**src/rtl/dmem_pkg.sv**
```systemverilog
// Shared types and constants for the data-memory arbiter slice.
package dmem_pkg;

    // Default geometry of the data memory (256 x 8)
    localparam int unsigned DMEM_ADDR_W = 8;
    localparam int unsigned DMEM_DATA_W = 8;

    // Port identifiers as carried on grant_b
    localparam logic PORT_A = 1'b0;
    localparam logic PORT_B = 1'b1;

    // Sequencer states; encoding is fixed so waveforms stay readable
    typedef enum logic [1:0] {
        StIdle   = 2'd0,
        StAccess = 2'd1,
        StDone   = 2'd2
    } dmem_state_e;

    // Round-robin pick on a tie: hand the grant to the port that did not have it last
    function automatic logic rr_next(input logic last_grant_b);
        return (last_grant_b == PORT_B) ? PORT_A : PORT_B;
    endfunction

endpackage

```
**src/rtl/rr_arbiter2.sv**
```systemverilog
// Two-way request arbiter: round-robin on ties unless port A is given fixed priority.
// Purely combinational; the caller owns the last-grant register.
module rr_arbiter2
    import dmem_pkg::*;
#(
    parameter bit FIXED_PRIO_A = 1'b0
) (
    input  logic req_a,
    input  logic req_b,
    input  logic last_grant_b,
    output logic gnt_valid,
    output logic gnt_b
);

    // Winner selection for the current request pair
    always_comb begin
        gnt_valid = req_a | req_b;
        gnt_b     = PORT_A;
        unique case ({req_a, req_b})
            2'b01:   gnt_b = PORT_B;
            2'b10:   gnt_b = PORT_A;
            2'b11:   gnt_b = FIXED_PRIO_A ? PORT_A : rr_next(last_grant_b);
            default: gnt_b = PORT_A;
        endcase
    end

endmodule

```
**src/rtl/dmem_arbiter.sv**
```systemverilog
// Two-port arbiter and sequencer in front of the 256x8 data memory.
// Port A is the CPU load/store path, port B the DMA/loader path. Exactly one access
// is in flight: IDLE (arbitrate + latch) -> ACCESS (drive memory) -> DONE (ack).
module dmem_arbiter
    import dmem_pkg::*;
#(
    parameter bit          FIXED_PRIO_A = 1'b0,
    parameter int unsigned ADDR_W       = DMEM_ADDR_W,
    parameter int unsigned DATA_W       = DMEM_DATA_W
) (
    input  logic              clk,
    input  logic              rst_n,

    input  logic              a_req,
    input  logic              a_we,
    input  logic [ADDR_W-1:0] a_addr,
    input  logic [DATA_W-1:0] a_wdata,
    output logic              a_ack,
    output logic [DATA_W-1:0] a_rdata,

    input  logic              b_req,
    input  logic              b_we,
    input  logic [ADDR_W-1:0] b_addr,
    input  logic [DATA_W-1:0] b_wdata,
    output logic              b_ack,
    output logic [DATA_W-1:0] b_rdata,

    output logic              mem_read,
    output logic              mem_write,
    output logic [ADDR_W-1:0] mem_address,
    output logic [DATA_W-1:0] mem_write_data,
    input  logic [DATA_W-1:0] mem_read_data,

    output logic              busy,
    output logic              grant_b
);

    dmem_state_e       state_q;

    // Transaction captured at the IDLE edge; inputs may wiggle freely before that
    logic              we_q;
    logic [ADDR_W-1:0] addr_q;
    logic [DATA_W-1:0] wdata_q;
    logic              grant_b_q;

    logic              gnt_valid;
    logic              gnt_b;
    logic              win_we;
    logic [ADDR_W-1:0] win_addr;
    logic [DATA_W-1:0] win_wdata;

    rr_arbiter2 #(
        .FIXED_PRIO_A (FIXED_PRIO_A)
    ) u_arb (
        .req_a        (a_req),
        .req_b        (b_req),
        .last_grant_b (grant_b_q),
        .gnt_valid    (gnt_valid),
        .gnt_b        (gnt_b)
    );

    // Route the winning port's request fields toward the latch
    always_comb begin
        win_we    = a_we;
        win_addr  = a_addr;
        win_wdata = a_wdata;
        if (gnt_b == PORT_B) begin
            win_we    = b_we;
            win_addr  = b_addr;
            win_wdata = b_wdata;
        end
    end

    // Sequencer: state, transaction latch, memory strobes, acks and read-data capture
    always_ff @(posedge clk or negedge rst_n) begin
        if (!rst_n) begin
            state_q   <= StIdle;
            we_q      <= 1'b0;
            addr_q    <= '0;
            wdata_q   <= '0;
            grant_b_q <= PORT_B;  // so A wins the first tie
            mem_read  <= 1'b0;
            mem_write <= 1'b0;
            a_ack     <= 1'b0;
            b_ack     <= 1'b0;
            a_rdata   <= '0;
            b_rdata   <= '0;
        end else begin
            unique case (state_q)
                StIdle: begin
                    a_ack <= 1'b0;
                    b_ack <= 1'b0;
                    if (gnt_valid) begin
                        we_q      <= win_we;
                        addr_q    <= win_addr;
                        wdata_q   <= win_wdata;
                        grant_b_q <= gnt_b;
                        // Strobes are registered so they are high for ACCESS only
                        mem_read  <= ~win_we;
                        mem_write <= win_we;
                        state_q   <= StAccess;
                    end
                end

                StAccess: begin
                    mem_read  <= 1'b0;
                    mem_write <= 1'b0;
                    // Memory is combinational in address, so data is valid at this edge
                    if (!we_q) begin
                        if (grant_b_q == PORT_B) begin
                            b_rdata <= mem_read_data;
                        end else begin
                            a_rdata <= mem_read_data;
                        end
                    end
                    if (grant_b_q == PORT_B) begin
                        b_ack <= 1'b1;
                    end else begin
                        a_ack <= 1'b1;
                    end
                    state_q <= StDone;
                end

                StDone: begin
                    a_ack   <= 1'b0;
                    b_ack   <= 1'b0;
                    state_q <= StIdle;
                end

                default: begin
                    mem_read  <= 1'b0;
                    mem_write <= 1'b0;
                    a_ack     <= 1'b0;
                    b_ack     <= 1'b0;
                    state_q   <= StIdle;
                end
            endcase
        end
    end

    // Address and write data come straight from the latched transaction
    always_comb begin
        mem_address    = addr_q;
        mem_write_data = wdata_q;
        busy           = (state_q != StIdle);
        grant_b        = grant_b_q;
    end

`ifndef SYNTHESIS
    // Never read and write in the same cycle
    a_strobe_excl: assert property (@(posedge clk) disable iff (!rst_n)
        !(mem_read && mem_write));

    // Only one port is ever acknowledged at a time
    a_ack_excl: assert property (@(posedge clk) disable iff (!rst_n)
        !(a_ack && b_ack));

    // Every memory strobe is followed by an acknowledge in the next cycle
    a_strobe_then_ack: assert property (@(posedge clk) disable iff (!rst_n)
        (mem_read || mem_write) |=> (a_ack || b_ack));

    // Strobes only appear while busy
    a_strobe_busy: assert property (@(posedge clk) disable iff (!rst_n)
        (mem_read || mem_write) |-> busy);
`endif

endmodule

```
**config.mk**
```make
export PLATFORM = sky130hd
export DESIGN_NAME = dmem_arbiter
export DESIGN_NICKNAME = d
export VERILOG_FILES = /design/src/rtl/dmem_pkg.sv /design/src/rtl/rr_arbiter2.sv /design/src/rtl/dmem_arbiter.sv
export SDC_FILE = /design/constraint.sdc
export NUM_CORES = 1
export LEC_CHECK = 0
export ABC_AREA = 1
export CORE_AREA = 2 2 68 70
export DETAILED_ROUTE_END_ITERATION = 8
export DIE_AREA = 0 0 70 72
export PLACE_DENSITY = 0.86
export REMOVE_ABC_BUFFERS = 1
export SLEW_MARGIN = 20
export SYNTH_ARGS = -nofsm -noshare
export SYNTH_HDL_FRONTEND = slang
export SYNTH_SLANG_ARGS = --single-unit
```
**constraint.sdc**
```tcl
create_clock -name clk -period 3.9 [get_ports clk]
set_input_delay 0.585 -clock clk [delete_from_list [all_inputs] [get_ports clk]]
set_output_delay 0.585 -clock clk [all_outputs]
set_load 0.005 [all_outputs]
```
==> results of run 1 <==
cell type report:
| cell class | instances | area, um2 |
|---|---|---|
| tap | 52 | 65.1 |
| clock buffer | 8 | 90.1 |
| fill | 370 | 1430 |
| multi-input combinational | 159 | 694 |
| timing repair buffer | 84 | 833 |
| inverter | 39 | 146 |
| sequential | 40 | 1000 |
flip-flops by register name, indices dropped and copies added, names as in the netlist, 2 cells and up:
| name | cells |
|---|---|
| a_rdata | 8 |
| state_q | 2 |
| mem_write_data | 8 |
| mem_address | 8 |
| b_rdata | 8 |
worst paths after layout:
path / start / to / depth (start not counted) / slack (ns)
setup reg to reg: grant_b / mem_write_data[5] / 5 / 2.29
setup / recovery: grant_b / grant_b / 1 / 1.88
min in group clk: b_rdata[7] / b_rdata[7] / 2 / 0.48
hold / removal: rst_n / b_rdata[7] / 1 / 0.40
max in group asynchronous: rst_n / b_rdata[6] / 1 / 2.96
hold reg to reg: b_rdata[7] / b_rdata[7] / 2 / 0.48
Yosys cell counts:
| library cell | n |
|---|---|
| buf_2 | 3 |
| buf_4 | 2 |
| clkbuf_1 | 1 |
| clkinv_1 | 1 |
| dfrtp_1 | 39 |
| dfstp_2 | 1 |
| inv_1 | 36 |
| inv_2 | 2 |
| nand2_1 | 91 |
| nand2_2 | 2 |
| nand3_1 | 54 |
| nor2_1 | 6 |
| nor2_2 | 1 |
| nor2_4 | 2 |
| o21ai_0 | 2 |
| o21ai_2 | 1 |
where the power goes:
part,switching [mW],internal (mW)
clock,0.140,0.144
combinational,0.422,0.494
sequential,0.127,0.623
total,0.688,1.26
routing by layer:
layer,vias up,wire length (um)
met5,-,0
met4,0,72
met3,7,383
met2,72,2180
met1,857,2020
li1,925,-
logic make-up (layout without fill, tap and decap cells):
logic type	Yosys count	after routing	synth area share, %
flops	40	40	53.4
simple gates	156	156	36.0
buf+inv	45	131	9.60
compound gates	3	3	1.00
==> insert_results.sql, run 1 <==
INSERT INTO impl_metrics (metric_group, metric, value, unit) VALUES
('outcome', 'outcome', 'complete, no violations', ''),
('global_routing', 'grt_overflow_total', '0', ''),
('timing', 'min_period', '2.02', 'ns'),
('timing', 'fin_tns_setup', '0', 'ns'),
('setup_path', 'timing.critical_path.to_type', 'output port', ''),
('setup_path', 'cp_top_family', 'flip-flops', ''),
('setup_path', 'timing_worst_setup_path_type', 'register to output port', ''),
('floorplan', 'die_width', '70', 'um'),
('floorplan', 'fp-row-count', '24', ''),
('logic_synthesis', 'synth.largest_area_cell', 'dfrtp_1', ''),
('place', 'worst_case_setup_slack_after_placement', '1.72', 'ns'),
('timing', 'worst_pin_slew', '0.861', 'ns'),
('logic_synthesis', 'syn_area', '0.00188', 'mm2'),
('global_routing', 'global_route.usage.met3', '5.14', '%'),
('job', 'max-cap-violations', '0', ''),
('timing', 'clk_skew', '0.00583', 'ns'),
('hold_path', 'hp-class', 'input port to async pin', ''),
('drt', 'wl', '4660', 'um'),
('setup_path', 'critPathMaxStageDelay', '0.61', 'ns'),
('clock_tree', 'postCtsHoldBufs', '0', ''),
('floorplan', 'initial_utilization', '44.0', '%'),
('global_routing', 'grt.met2_usage', '33.3', '%'),
('clock_tree', 'insertion_delay', '0.29', 'ns'),
('clock_tree', 'cts-htree-levels', '2', ''),
('timing', 'slew_headroom', '42.6', '%'),
('setup_path', 'critPathBufInv', '1', ''),
('pwr', 'vdd.ir_drop.worst', '254', 'uV'),
('drt', 'routed_via_density', '4.87', ''),
('clock_tree', 'ctsRootBufferMaster', 'clkbuf_8', ''),
('setup_path', 'worst_ep_arrival_time', '1.43', 'ns'),
('clock_tree', 'post-cts-setup-buffers', '0', ''),
('clock_tree', 'cts.repair.resized', '0', ''),
('clock_tree', 'cts-root-to-sink-buffers', '2', ''),
('floorplan', 'total_die_area', '0.00504', 'mm2'),
('clock_tree', 'clock_sink_count', '40', ''),
('global_routing', 'gr-max-usage-layer', 'met2', ''),
('setup_path', 'worst_path_max_delay_cell', 'dfstp_2', ''),
('global_routing', 'grt_antenna_before_repair', '0', ''),
('place', 'post-place-cells', '374', ''),
('final_layout', 'finish.instance_area', '0.00283', 'mm2'),
('timing', 'post-route-period-util', '51.8', '%'),
('drt', 'initialDrtViolationCount', '84', ''),
('clock_tree', 'tritoncts.num_buffers', '5', ''),
('floorplan', 'floorplan.core_area', '0.00426', 'mm2'),
('floorplan', 'design.portCount', '84', ''),
('timing', 'report.final.slew_viol_count', '0', ''),
('global_routing', 'grt_pass1_wl', '7800', 'um'),
('drt', 'drt-pass1-iter-count', '4', ''),
('final_layout', 'syn_to_final_growth', '50.9', '%'),
('timing', 'hold_violation_total_from_the_final_report', '0', ''),
('logic_synthesis', 'synth_seq_cells', '40', ''),
('timing', 'finish_stage_setup_viols', '0', ''),
('final_layout', 'layout.cells.most_common_list', '91 x nand2_1, 82 x clkdlybuf4s50_1, 54 x nand3_1, 39 x dfrtp_1, 36 x inv_1', ''),
('drt', 'drt.antenna.violating_nets', '0', ''),
('global_routing', 'vias_in_the_first_global_route', '1814', ''),
('setup_path', 'path_max_fanout', '6', ''),
('final_layout', 'diodes', '0', ''),
('drt', 'wl_per_cell', '12.2', 'um'),
('timing', 'post-route-worst-setup-slack', '1.88', 'ns'),
('global_routing', 'gr-usage-met1', '23.0', '%'),
('logic_synthesis', 'synth.avg_cell_area', '7.69', 'um2'),
('pwr', 'power.total', '1.95', 'mW'),
('logic_synthesis', 'yosysTopAreaCellShare', '52.0', '%'),
('timing', 'setup_repair_after_global_routing_missed_its_margin', 'false', ''),
('place', 'placement.io_buffers', '83', ''),
('logic_synthesis', 'number_of_synthesis_warnings', '0', ''),
('logic_synthesis', 'synth_seq_area_share', '53.4', '%'),
('timing', 'fmax', '495', 'MHz'),
('global_routing', 'pin_count_of_the_biggest_net_entering_global_routing', '41', ''),
('setup_path', 'startpoint_type', 'register', ''),
('place', 'dp_hpwl', '3450', 'um');
No activity file was read; power rests on OpenSTA's default activity.
==> run 2: changes to the inputs <==
--- a/config.mk
+++ b/config.mk
@@ -6,10 +6,10 @@
 export NUM_CORES = 1
 export LEC_CHECK = 0
 export ABC_AREA = 1
-export CORE_AREA = 2 2 68 70
+export CORE_AREA = 2 2 75 77
 export DETAILED_ROUTE_END_ITERATION = 8
-export DIE_AREA = 0 0 70 72
-export PLACE_DENSITY = 0.86
+export DIE_AREA = 0 0 77 79
+export PLACE_DENSITY = 0.76
 export REMOVE_ABC_BUFFERS = 1
 export SLEW_MARGIN = 20
 export SYNTH_ARGS = -nofsm -noshare
==> constraint.sdc (replaced) <==
create_clock -name clk -period 1.85 [get_ports clk]
set_input_delay 0.2775 -clock clk [delete_from_list [all_inputs] [get_ports clk]]
set_output_delay 0.2775 -clock clk [all_outputs]
set_load 0.005 [all_outputs]
==> run 2 against run 1 <==
Global-route usage decreased by 2.6 points. Sequential power increased by 110%. Via count decreased by 1.6%. Clock power increased to 2.9 times the previous value. Worst hold slack improved by 0.014 ns. Final area increased by 4.1%. Register-to-register slack got worse by 1.8 ns. Largest cell class unchanged. Non-clock buffer count increased by 6. First-iteration DRC count decreased by 49%. Sequential cell count unchanged.
==> insert_results.sql, run 2 (synthesis gave the netlist of run 1 again) <==
INSERT INTO impl_metrics (metric_group, metric, value, unit) VALUES
('setup_path', 'cp_top_family', 'flip-flops', ''),
('timing', 'fmax', '592', 'MHz'),
('setup_path', 'worst_path_max_delay_cell', 'dfstp_2', ''),
('setup_path', 'critPathMaxStageDelay', '0.60', 'ns'),
('setup_path', 'critPathBufInv', '1', ''),
('place', 'placement.io_buffers', '83', ''),
('floorplan', 'design.portCount', '84', ''),
('drt', 'remaining_routing_drc_violations', '0', ''),
('drt', 'wl', '4820', 'um'),
('setup_path', 'source_of_the_critical_timing_path', 'grant_b', ''),
('floorplan', 'chipHeight', '79', 'um'),
('global_routing', 'grt_antenna_before_repair', '0', ''),
('setup_path', 'timing_worst_setup_path_type', 'register to output port', ''),
('setup_path', 'r2r_cells', '5', ''),
('place', 'post_dp_cell_area', '0.00280', 'mm2'),
('drt', 'routed-via-count', '1831', ''),
('final_layout', 'sequential_cell_area', '0.00100', 'mm2'),
('global_routing', 'total_routing_usage_gr', '16.7', '%'),
('timing', 'report.final.slew_viol_count', '0', ''),
('setup_path', 'timing.critical_path.to_type', 'output port', ''),
('pwr', 'p_leak', '1.51', 'nW'),
('final_layout', 'mostFrequentLayoutCell', 'nand2_1', ''),
('setup_path', 'r2r-end', 'b_rdata[7]', ''),
('place', 'globalplace.congestion', '0.833', ''),
('setup_path', 'reg2reg_slack', '0.46', 'ns'),
('timing', 'min_period', '1.69', 'ns'),
('job', 'max-cap-violations', '0', ''),
('setup_path', 'regToRegStartpoint', 'grant_b', ''),
('floorplan', 'floorplan.core_area', '0.00534', 'mm2'),
('floorplan', 'initial_utilization', '35.2', '%'),
('final_layout', 'layout.cells.most_common_list', '91 x nand2_1, 82 x clkdlybuf4s50_1, 54 x nand3_1, 39 x dfrtp_1, 36 x inv_1', ''),
('final_layout', 'nFillCells', '541', ''),
('timing', 'fin_tns_setup', '0', 'ns'),
('timing', 'clk_skew', '0.00814', 'ns'),
('timing', 'finish_stage_setup_viols', '0', ''),
('drt', 'routed_via_density', '4.49', ''),
('place', 'dp_hpwl', '3690', 'um'),
('outcome', 'outcome', 'complete, no violations', ''),
('setup_path', 'path_max_fanout', '6', ''),
('final_layout', 'final_layout_size_suffix_gt1_share', '6.85', '%'),
('timing', 'setup_repair_after_global_routing_missed_its_margin', 'false', ''),
('setup_path', 'startpoint_type', 'register', ''),
('timing', 'hold_violation_total_from_the_final_report', '0', ''),
('clock_tree', 'clock_pin_slew_reported_for_the_worst_setup_and_hold_paths_after_clock_tree_synthesis', '0.07', 'ns'),
('drt', 'drt.antenna.violating_nets', '0', ''),
('clock_tree', 'cts-root-to-sink-buffers', '2', ''),
('final_layout', 'diodes', '0', ''),
('floorplan', 'total_die_area', '0.00608', 'mm2'),
('drt', 'drt-pass1-iter-count', '4', ''),
('setup_path', 'required', '1.57', 'ns'),
('global_routing', 'pin_count_of_the_biggest_net_entering_global_routing', '22', ''),
('pwr', 'vdd.ir_drop.worst', '578', 'uV'),
('drt', 'initialDrtViolationCount', '43', ''),
('floorplan', 'fp-row-count', '27', ''),
('clock_tree', 'tritoncts.num_buffers', '5', ''),
('drt', 'wl_per_cell', '11.8', 'um'),
('timing', 'worst_pin_slew', '0.431', 'ns'),
('timing', 'slew_headroom', '71.2', '%'),
('clock_tree', 'clock_tree_from_tritoncts', 'yes', ''),
('clock_tree', 'post-cts-setup-buffers', '0', ''),
('global_routing', 'grt_overflow_total', '0', ''),
('setup_path', 'crit_chain', 'clkdlybuf4s50_1', ''),
('global_routing', 'grt_pass1_wl', '8070', 'um'),
('pwr', 'power_per_cell_area', '1490', 'mW/mm2'),
('clock_tree', 'cts-htree-levels', '2', ''),
('floorplan', 'die_width', '77', 'um'),
('clock_tree', 'ctsRootBufferMaster', 'clkbuf_8', ''),
('final_layout', 'syn_to_final_growth', '57.0', '%'),
('timing', 'post-route-period-util', '91.2', '%'),
('final_layout', 'multiInputGateArea', '694', 'um2'),
('clock_tree', 'clock_sink_count', '40', ''),
('final_layout', 'finish.instance_area', '0.00295', 'mm2'),
('global_routing', 'vias_in_the_first_global_route', '1792', ''),
('final_layout', 'finish.net_count', '381', ''),
('clock_tree', 'insertion_delay', '0.29', 'ns'),
('setup_path', 'worst_ep_arrival_time', '1.41', 'ns'),
('hold_path', 'hp-class', 'input port to async pin', '');
## run 2: cell count changes in the layout (fill, tap and decap cells not counted), sizes merged
cell,previous run,this run
bufinv,0,2
clkbuf,8,6
buf,2,7
dlygate4sd3,0,1
## run 2: layout make-up
| cell class | instances | area share (%) |
|---|---|---|
| Inverter | 39 | 4.97 |
| Multi-Input combinational cell | 159 | 23.6 |
| Clock buffer | 6 | 2.46 |
| Timing Repair Buffer | 90 | 29.9 |
| Clock inverter | 2 | 2.04 |
| Tap cell | 72 | 3.06 |
| Sequential cell | 40 | 34.0 |
## run 2: worst max-delay path by stage
stage / end / slack [ns] / cells past startpoint
global route: grant_b / 0.11 / 1
detailed placement: mem_write_data[1] / 0.13 / 6
global placement: we_q / 0.20 / 6
floorplan: mem_write / 0.53 / 5
finish: grant_b / 0.16 / 1
CTS: grant_b / 0.14 / 1
## run 2: power breakdown
group	internal, mW	switching, mW	leakage [nW]
clock	0.539	0.296	0.0654
sequential	1.31	0.266	0.489
combinational	1.08	0.889	0.957
## run 2: what timing repair did
item                                   4_1_cts  5_1_grt
resized for setup                            0        0
endpoints found under the hold margin       12        0
hold buffers                                 1        0
## run 2: per-stage QoR
stage                     util [%]  cells  total power, mW  setup WS [ns]  hold WS (ns)
after floorplan                  -    238             2.37          0.533       -0.0181
after global placement        52.5    399             3.52          0.195         0.186
after detailed placement      52.5    399             3.58          0.133         0.198
after CTS                     55.2    408             4.43          0.136         0.416
after global routing          55.2    408             4.73          0.108         0.437
final                         55.2    408             4.38          0.162         0.413
## run 2: per-layer routing
| metal | routed length [um] | vias to the layer above | track usage (%) | share of wire, % |
|---|---|---|---|---|
| met2 | 2280 | 81 | 28.9 | 47 |
| met5 | 0 | - | 0 | 0 |
| met4 | 67 | 0 | 5.54 | 1.4 |
| met3 | 418 | 8 | 5.91 | 8.7 |
| met1 | 2050 | 806 | 19.4 | 43 |
| li1 | - | 936 | - | - |
==> run 3: changes to the inputs <==
--- a/config.mk
+++ b/config.mk
@@ -9,7 +9,7 @@
 export CORE_AREA = 2 2 75 77
 export DETAILED_ROUTE_END_ITERATION = 8
 export DIE_AREA = 0 0 77 79
-export PLACE_DENSITY = 0.76
+export PLACE_DENSITY = 0.73
 export REMOVE_ABC_BUFFERS = 1
 export SLEW_MARGIN = 20
 export SYNTH_ARGS = -nofsm -noshare
==> run 3 against run 2 <==
Clock-buffer cell count unchanged. Worst hold slack worse by 0.39 ns. Sequential power barely moved. Sequential share of layout area rose by 0.86 points. Sequential cell count is the same. Critical path depth stayed put. Critical path type unchanged. Fmax about the same. Die area is the same. Routed wire length shrank 2.8%. Largest cell class unchanged.
==> insert_results.sql, run 3 (synthesis gave the netlist of run 1 again) <==
INSERT INTO impl_metrics (metric_group, metric, value, unit) VALUES
('setup_path', 'required', '1.57', 'ns'),
('setup_path', 'timing_worst_setup_path_type', 'register to output port', ''),
('place', 'post-place-cells', '398', ''),
('pwr', 'vdd.ir_drop.worst', '630', 'uV'),
('drt', 'routed-via-count', '1798', ''),
('clock_tree', 'cts.repair.resized', '0', ''),
('setup_path', 'startpoint_type', 'register', ''),
('final_layout', 'final-instance-count-excl-fill', '405', ''),
('final_layout', 'mostFrequentLayoutCell', 'nand2_1', ''),
('clock_tree', 'post-cts-setup-buffers', '0', ''),
('timing', 'worst_pin_slew', '0.492', 'ns'),
('pwr', 'power.total', '4.07', 'mW'),
('floorplan', 'fp-row-count', '27', ''),
('floorplan', 'design.portCount', '84', ''),
('place', 'placement.io_buffers', '83', ''),
('outcome', 'outcome', 'complete, no violations', ''),
('timing', 'finish_stage_setup_viols', '0', ''),
('hold_path', 'hp-class', 'input port to async pin', ''),
('final_layout', 'syn_to_final_growth', '53.1', '%'),
('timing', 'post-route-period-util', '91.2', '%'),
('setup_path', 'path_max_fanout', '6', ''),
('timing', 'slew_headroom', '67.2', '%'),
('job', 'max-cap-violations', '0', ''),
('floorplan', 'total_die_area', '0.00608', 'mm2'),
('timing', 'fmax', '593', 'MHz'),
('setup_path', 'cp_top_family', 'flip-flops', ''),
('timing', 'min_period', '1.69', 'ns'),
('pwr', 'power_per_cell_area', '1420', 'mW/mm2'),
('timing', 'fin_worst_hold_slack', '0.0248', 'ns'),
('place', 'dp_hpwl', '3490', 'um'),
('drt', 'drt-pass1-iter-count', '5', ''),
('clock_tree', 'postCtsHoldBufs', '0', ''),
('final_layout', 'finish.net_count', '379', ''),
('setup_path', 'timing.critical_path.to_type', 'output port', ''),
('drt', 'wl_per_cell', '11.6', 'um'),
('drt', 'drt.antenna.violating_nets', '0', ''),
('global_routing', 'grt_antenna_before_repair', '0', ''),
('timing', 'hold_violation_total_from_the_final_report', '0', ''),
('final_layout', 'diodes', '0', ''),
('clock_tree', 'ctsRootBufferMaster', 'clkbuf_8', ''),
('drt', 'initialDrtViolationCount', '89', ''),
('global_routing', 'vias_in_the_first_global_route', '1734', ''),
('drt', 'wl', '4680', 'um'),
('floorplan', 'die_width', '77', 'um'),
('global_routing', 'pin_count_of_the_biggest_net_entering_global_routing', '41', ''),
('clock_tree', 'cts-htree-levels', '2', ''),
('setup_path', 'critPathMaxStageDelay', '0.60', 'ns'),
('clock_tree', 'insertion_delay', '0.29', 'ns'),
('final_layout', 'layout.cells.most_common_list', '91 x nand2_1, 82 x clkdlybuf4s50_1, 54 x nand3_1, 39 x dfrtp_1, 36 x inv_1', ''),
('clock_tree', 'clock_tree_from_tritoncts', 'yes', ''),
('setup_path', 'worst_ep_arrival_time', '1.41', 'ns'),
('timing', 'clk_skew', '0.00795', 'ns'),
('clock_tree', 'clock_sink_count', '40', ''),
('floorplan', 'floorplan.core_area', '0.00534', 'mm2'),
('drt', 'remaining_routing_drc_violations', '0', ''),
('timing', 'setup_repair_after_global_routing_missed_its_margin', 'false', ''),
('clock_tree', 'clock_pin_slew_reported_for_the_worst_setup_and_hold_paths_after_clock_tree_synthesis', '0.08', 'ns'),
('global_routing', 'grt_pass1_wl', '7840', 'um'),
('final_layout', 'final_layout_size_suffix_gt1_share', '6.31', '%'),
('floorplan', 'initial_utilization', '35.2', '%'),
('setup_path', 'worst_path_max_delay_cell', 'dfstp_2', ''),
('place', 'post_dp_cell_area', '0.00280', 'mm2'),
('final_layout', 'finish.instance_area', '0.00287', 'mm2'),
('drt', 'routed_via_density', '4.44', ''),
('setup_path', 'crit_chain', 'clkdlybuf4s50_1', ''),
('timing', 'report.final.slew_viol_count', '0', ''),
('global_routing', 'total_routing_usage_gr', '16.3', '%'),
('pwr', 'p_leak', '1.48', 'nW'),
('global_routing', 'grt_overflow_total', '0', ''),
('clock_tree', 'tritoncts.num_buffers', '5', ''),
('floorplan', 'chipHeight', '79', 'um'),
('setup_path', 'critPathBufInv', '1', ''),
('clock_tree', 'cts-root-to-sink-buffers', '2', ''),
('timing', 'fin_tns_setup', '0', 'ns'),
('place', 'globalplace.congestion', '0.833', '');
## run 3: where the power goes
| part | leakage [nW] | internal (mW) | switching, mW | total (mW) |
|---|---|---|---|---|
| logic | 0.948 | 1.07 | 0.884 | 1.96 |
| clock network | 0.0410 | 0.256 | 0.277 | 0.533 |
| registers | 0.489 | 1.31 | 0.268 | 1.58 |
## run 3: stage by stage
| step | setup WS [ns] | utilization (%) |
|---|---|---|
| 5_1_grt | 0.0971 | 53.8 |
| 6_report | 0.164 | 53.8 |
| 4_1_cts | 0.145 | 53.8 |
| 3_3_place_gp | 0.106 | 52.4 |
| 2_1_floorplan | 0.533 | - |
| 3_5_place_dp | 0.0634 | 52.4 |
## run 3: routing by layer
layer,global-route usage [%],wire [um]
met4,6.79,100
met1,20.0,2040
met2,26.2,2140
met3,5.68,401
met5,0,0
## run 3: worst paths after layout
| path | start | end | slack [ns] | cells after the start |
|---|---|---|---|---|
| max | grant_b | grant_b | 0.16 | 1 |
| min | rst_n | b_rdata[2] | 0.02 | 2 |
| max reg2reg | grant_b | b_rdata[6] | 0.46 | 5 |
| min reg2reg | b_rdata[6] | b_rdata[6] | 0.47 | 2 |
| max in group asynchronous | rst_n | grant_b | 1.45 | 2 |
| min in group clk | b_rdata[6] | b_rdata[6] | 0.47 | 2 |
## run 3: cell type report
type	count	area, um2
multi-input cells	159	694
well taps	72	90.1
fillers	515	2460
clock inverters	1	5.00
repair buffers	88	863
clock buffers	6	72.6
inverters	39	146
flip-flops and latches	40	1000
==> edit 1: new RTL, settings of run 2 <==
The 3 states of `dmem_state_e` get a one-hot encoding in 3 bits.
--- a/src/rtl/dmem_pkg.sv
+++ b/src/rtl/dmem_pkg.sv
@@ -10,10 +10,10 @@
     localparam logic PORT_B = 1'b1;
 
     // Sequencer states; encoding is fixed so waveforms stay readable
-    typedef enum logic [1:0] {
-        StIdle   = 2'd0,
-        StAccess = 2'd1,
-        StDone   = 2'd2
+    typedef enum logic [2:0] {
+        StIdle   = 3'b001,
+        StAccess = 3'b010,
+        StDone   = 3'b100
     } dmem_state_e;
 
     // Round-robin pick on a tie: hand the grant to the port that did not have it last
Check against the original RTL: no difference found for any inputs over 10 cycles, from zero or initial values and one cycle with rst_n low; not proved beyond that.
==> edit 1 against run 2 <==
- count of clock-buffer cells in the layout did not move
- worst setup slack got worse by 0.015 ns
- final area fell by 2.5%
- clock power fell by 33%
- wire length rose by 1.1%
- power fell by 6.6%
- synthesized area rose by 0.33%
- die area did not move
- sequential share of layout area rose by 1.8 points
- global-route usage rose by 0.32 points
- synthesized cell count fell by 2.9%
- sequential cell count rose by 1
- largest cell class unchanged
- highest routed layer unchanged
==> edit 1: results <==
INSERT INTO impl_metrics (metric_group, metric, value, unit) VALUES
('drt', 'routed_wl', '4.87', 'mm'),
('place', 'gp_congestion', '0.814', ''),
('synthesis', 'top_area_cells_in_the_synthesized_netlist', 'sky130_fd_sc_hd__dfrtp_1 52%, sky130_fd_sc_hd__nand2_1 25%, sky130_fd_sc_hd__nand3_1 9.3%', ''),
('worst_setup_path', 'critical-path-max-stage-delay', '0.56', 'ns'),
('synthesis', 'synthCells', '237', ''),
('power_and_ir_drop', 'power.leakage', '1.43', 'nW'),
('layout', 'drive_gt1_share', '8.00', '%'),
('drt', 'drt_first_iter_violations', '68', ''),
('timing', 'finalClockSkew', '0.00453', 'ns'),
('timing', 'maxSlewHeadroom', '69.3', '%'),
('synthesis', 'synth_seq_area_share', '54.6', '%'),
('power_and_ir_drop', 'ir_worst_vdd', '462', 'uV'),
('synthesis', 'synth.cells.most_frequent', '127 x sky130_fd_sc_hd__nand2_1, 39 x sky130_fd_sc_hd__dfrtp_1, 35 x sky130_fd_sc_hd__nand3_1', ''),
('outcome', 'run_status', 'finished, final reports clean', ''),
('worst_hold_path', 'type_of_the_worst_min_delay_path', 'reg -> reg', ''),
('worst_setup_path', 'reg2regPathDepth', '6', ''),
('drt', 'drt_first_pass_iters', '5', ''),
('place', 'place_worst_setup_slack', '0.202', 'ns'),
('global_routing', 'pin_count_of_the_biggest_net_entering_global_routing', '23', ''),
('drt', 'routed-wl-met3', '345', 'um');
-- edit 1: cell count changes in the layout (fill, tap and decap cells not counted), sizes merged --
cell    change
nand2      +36
inv        -31
nand3      -18
bufinv      -2
o21ai       -2
clkinv      +1
dfstp       +1
nand3b      +1
nand4       +1
nor2        +1
nor3        +1
-- edit 1: area by class of cell --
class | count | area [um^2] | share of cell area (%)
clock inverters | 2 | 10.0 | 0.348
well taps | 72 | 90.1 | 3.13
inverters | 7 | 26.3 | 0.914
repair buffers | 90 | 893 | 31.1
multi-input cells | 179 | 753 | 26.2
clock buffers | 6 | 72.6 | 2.53
flip-flops and latches | 41 | 1030 | 35.8
-- edit 1: per-stage QoR --
stage	hold WS, ns	util (%)	power, W
2_1_floorplan	-0.0181	-	0.00237
3_3_place_gp	0.251	52.1	0.00351
3_5_place_dp	0.254	52.1	0.00357
4_1_cts	0.476	53.8	0.00415
5_1_grt	0.500	53.8	0.00444
6_report	0.471	53.8	0.00409
-- edit 1: per-layer routing --
metal | global-route usage [%] | vias up
met3 | 5.23 | 9
li1 | - | 915
met2 | 28.8 | 70
met5 | 0 | -
met4 | 5.54 | 0
met1 | 20.9 | 821
-- edit 1: worst max path at each step --
stage	start	endpoint	slack, ns	cells past startpoint
2_1_floorplan	state_q[2]	b_rdata[0]	0.18	4
3_3_place_gp	a_req	mem_write	0.24	7
3_5_place_dp	a_req	mem_write	0.20	7
4_1_cts	state_q[0]	busy	0.12	2
5_1_grt	state_q[0]	busy	0.08	2
6_report	state_q[0]	busy	0.15	2
-- edit 1: power breakdown --
group | internal [W] | switching (W) | leakage (nW)
logic | 0.00105 | 0.000889 | 0.878
registers | 0.00133 | 0.000258 | 0.504
clock network | 0.000261 | 0.000301 | 0.0450
==> edit 2: new RTL, flow settings as in run 2 <==
Without the edit above. `FIXED_PRIO_A` is set to 1'b0 in 2 places; all go to 1'b1.
--- a/src/rtl/rr_arbiter2.sv
+++ b/src/rtl/rr_arbiter2.sv
@@ -3,7 +3,7 @@
 module rr_arbiter2
     import dmem_pkg::*;
 #(
-    parameter bit FIXED_PRIO_A = 1'b0
+    parameter bit FIXED_PRIO_A = 1'b1
 ) (
     input  logic req_a,
     input  logic req_b,
--- a/src/rtl/dmem_arbiter.sv
+++ b/src/rtl/dmem_arbiter.sv
@@ -4,7 +4,7 @@
 module dmem_arbiter
     import dmem_pkg::*;
 #(
-    parameter bit          FIXED_PRIO_A = 1'b0,
+    parameter bit          FIXED_PRIO_A = 1'b1,
     parameter int unsigned ADDR_W       = DMEM_ADDR_W,
     parameter int unsigned DATA_W       = DMEM_DATA_W
 ) (
Behaviour: not the same (a bounded check fails within 10 cycles, from zero or initial values and one cycle with rst_n low).
==> edit 2 against run 2 <==
- synthesized area rose by 0.67%
- sequential cell count did not move
- register-to-register slack improved by 0.14 ns
- clock power fell by 0.6%
- wire length increased by 0.31%
- synthesized cell count fell by 7.4%
- clock skew is essentially flat
- power fell by 2.2%
- worst setup slack worse by 0.00061 ns
- final area decreased by 2.3%
==> edit 2: results <==
INSERT INTO impl_metrics (metric_group, metric, value, unit) VALUES
('drt', 'routed_wl', '4.83', 'mm'),
('global_routing', 'grtUsageTotal', '16.6', '%'),
('synthesis', 'top_area_cells_in_the_synthesized_netlist', 'sky130_fd_sc_hd__dfrtp_1 52%, sky130_fd_sc_hd__nand2_1 21%, sky130_fd_sc_hd__o21ai_2 5.6%', ''),
('worst_setup_path', 'worst_path_max_delay_cell', 'sky130_fd_sc_hd__clkdlybuf4s50_1', ''),
('drt', 'routed-wl-met3', '194', 'um'),
('place', 'place_worst_setup_slack', '0.284', 'ns'),
('drt', 'wl_per_cell', '12.6', 'um'),
('place', 'gp_congestion', '0.828', ''),
('layout', 'drive_gt1_share', '10.9', '%'),
('place', 'post_dp_cell_area', '2740', 'um^2'),
('global_routing', 'vias_in_the_first_global_route', '1674', ''),
('synthesis', 'synthCells', '226', ''),
('power_and_ir_drop', 'clock_power_share', '19.4', '%'),
('worst_hold_path', 'type_of_the_worst_min_delay_path', 'reg -> reg', ''),
('outcome', 'run_status', 'finished, final reports clean', ''),
('place', 'place.detailed.hpwl', '3.57', 'mm'),
('global_routing', 'grt_util_met3', '2.84', '%'),
('worst_setup_path', 'critical_path.max_fanout', '3', ''),
('power_and_ir_drop', 'sw_frac_of_total', '32.4', '%'),
('layout', 'multi_input_area', '722', 'um^2');
==> edit 2: worst max-delay path by stage <==
stage / startpoint / to / slack, ns / depth (start not counted)
floorplan: a_req / mem_write / 0.48 / 6
global placement: b_req / we_q / 0.33 / 7
detailed placement: b_req / mem_write / 0.28 / 7
CTS: state_q[1] / busy / 0.14 / 3
global route: state_q[1] / busy / 0.09 / 3
finish: state_q[1] / busy / 0.16 / 3
==> edit 2: area by class of cell <==
type	instances	share of cell area (%)
Tap cell	72	3.13
Inverter	18	2.43
Clock buffer	5	2.39
Timing Repair Buffer	88	30.1
Clock inverter	2	2.09
Multi-Input combinational cell	158	25.1
Sequential cell	40	34.8
==> edit 2: cell families after synthesis <==
kind of cell	count (synthesis)	share of synthesized area, %
AND/OR/NAND/NOR	141	31.3
buffers and inverters	28	8.74
flip-flops	40	53.0
AO/OA/AOI/OAI	17	6.89
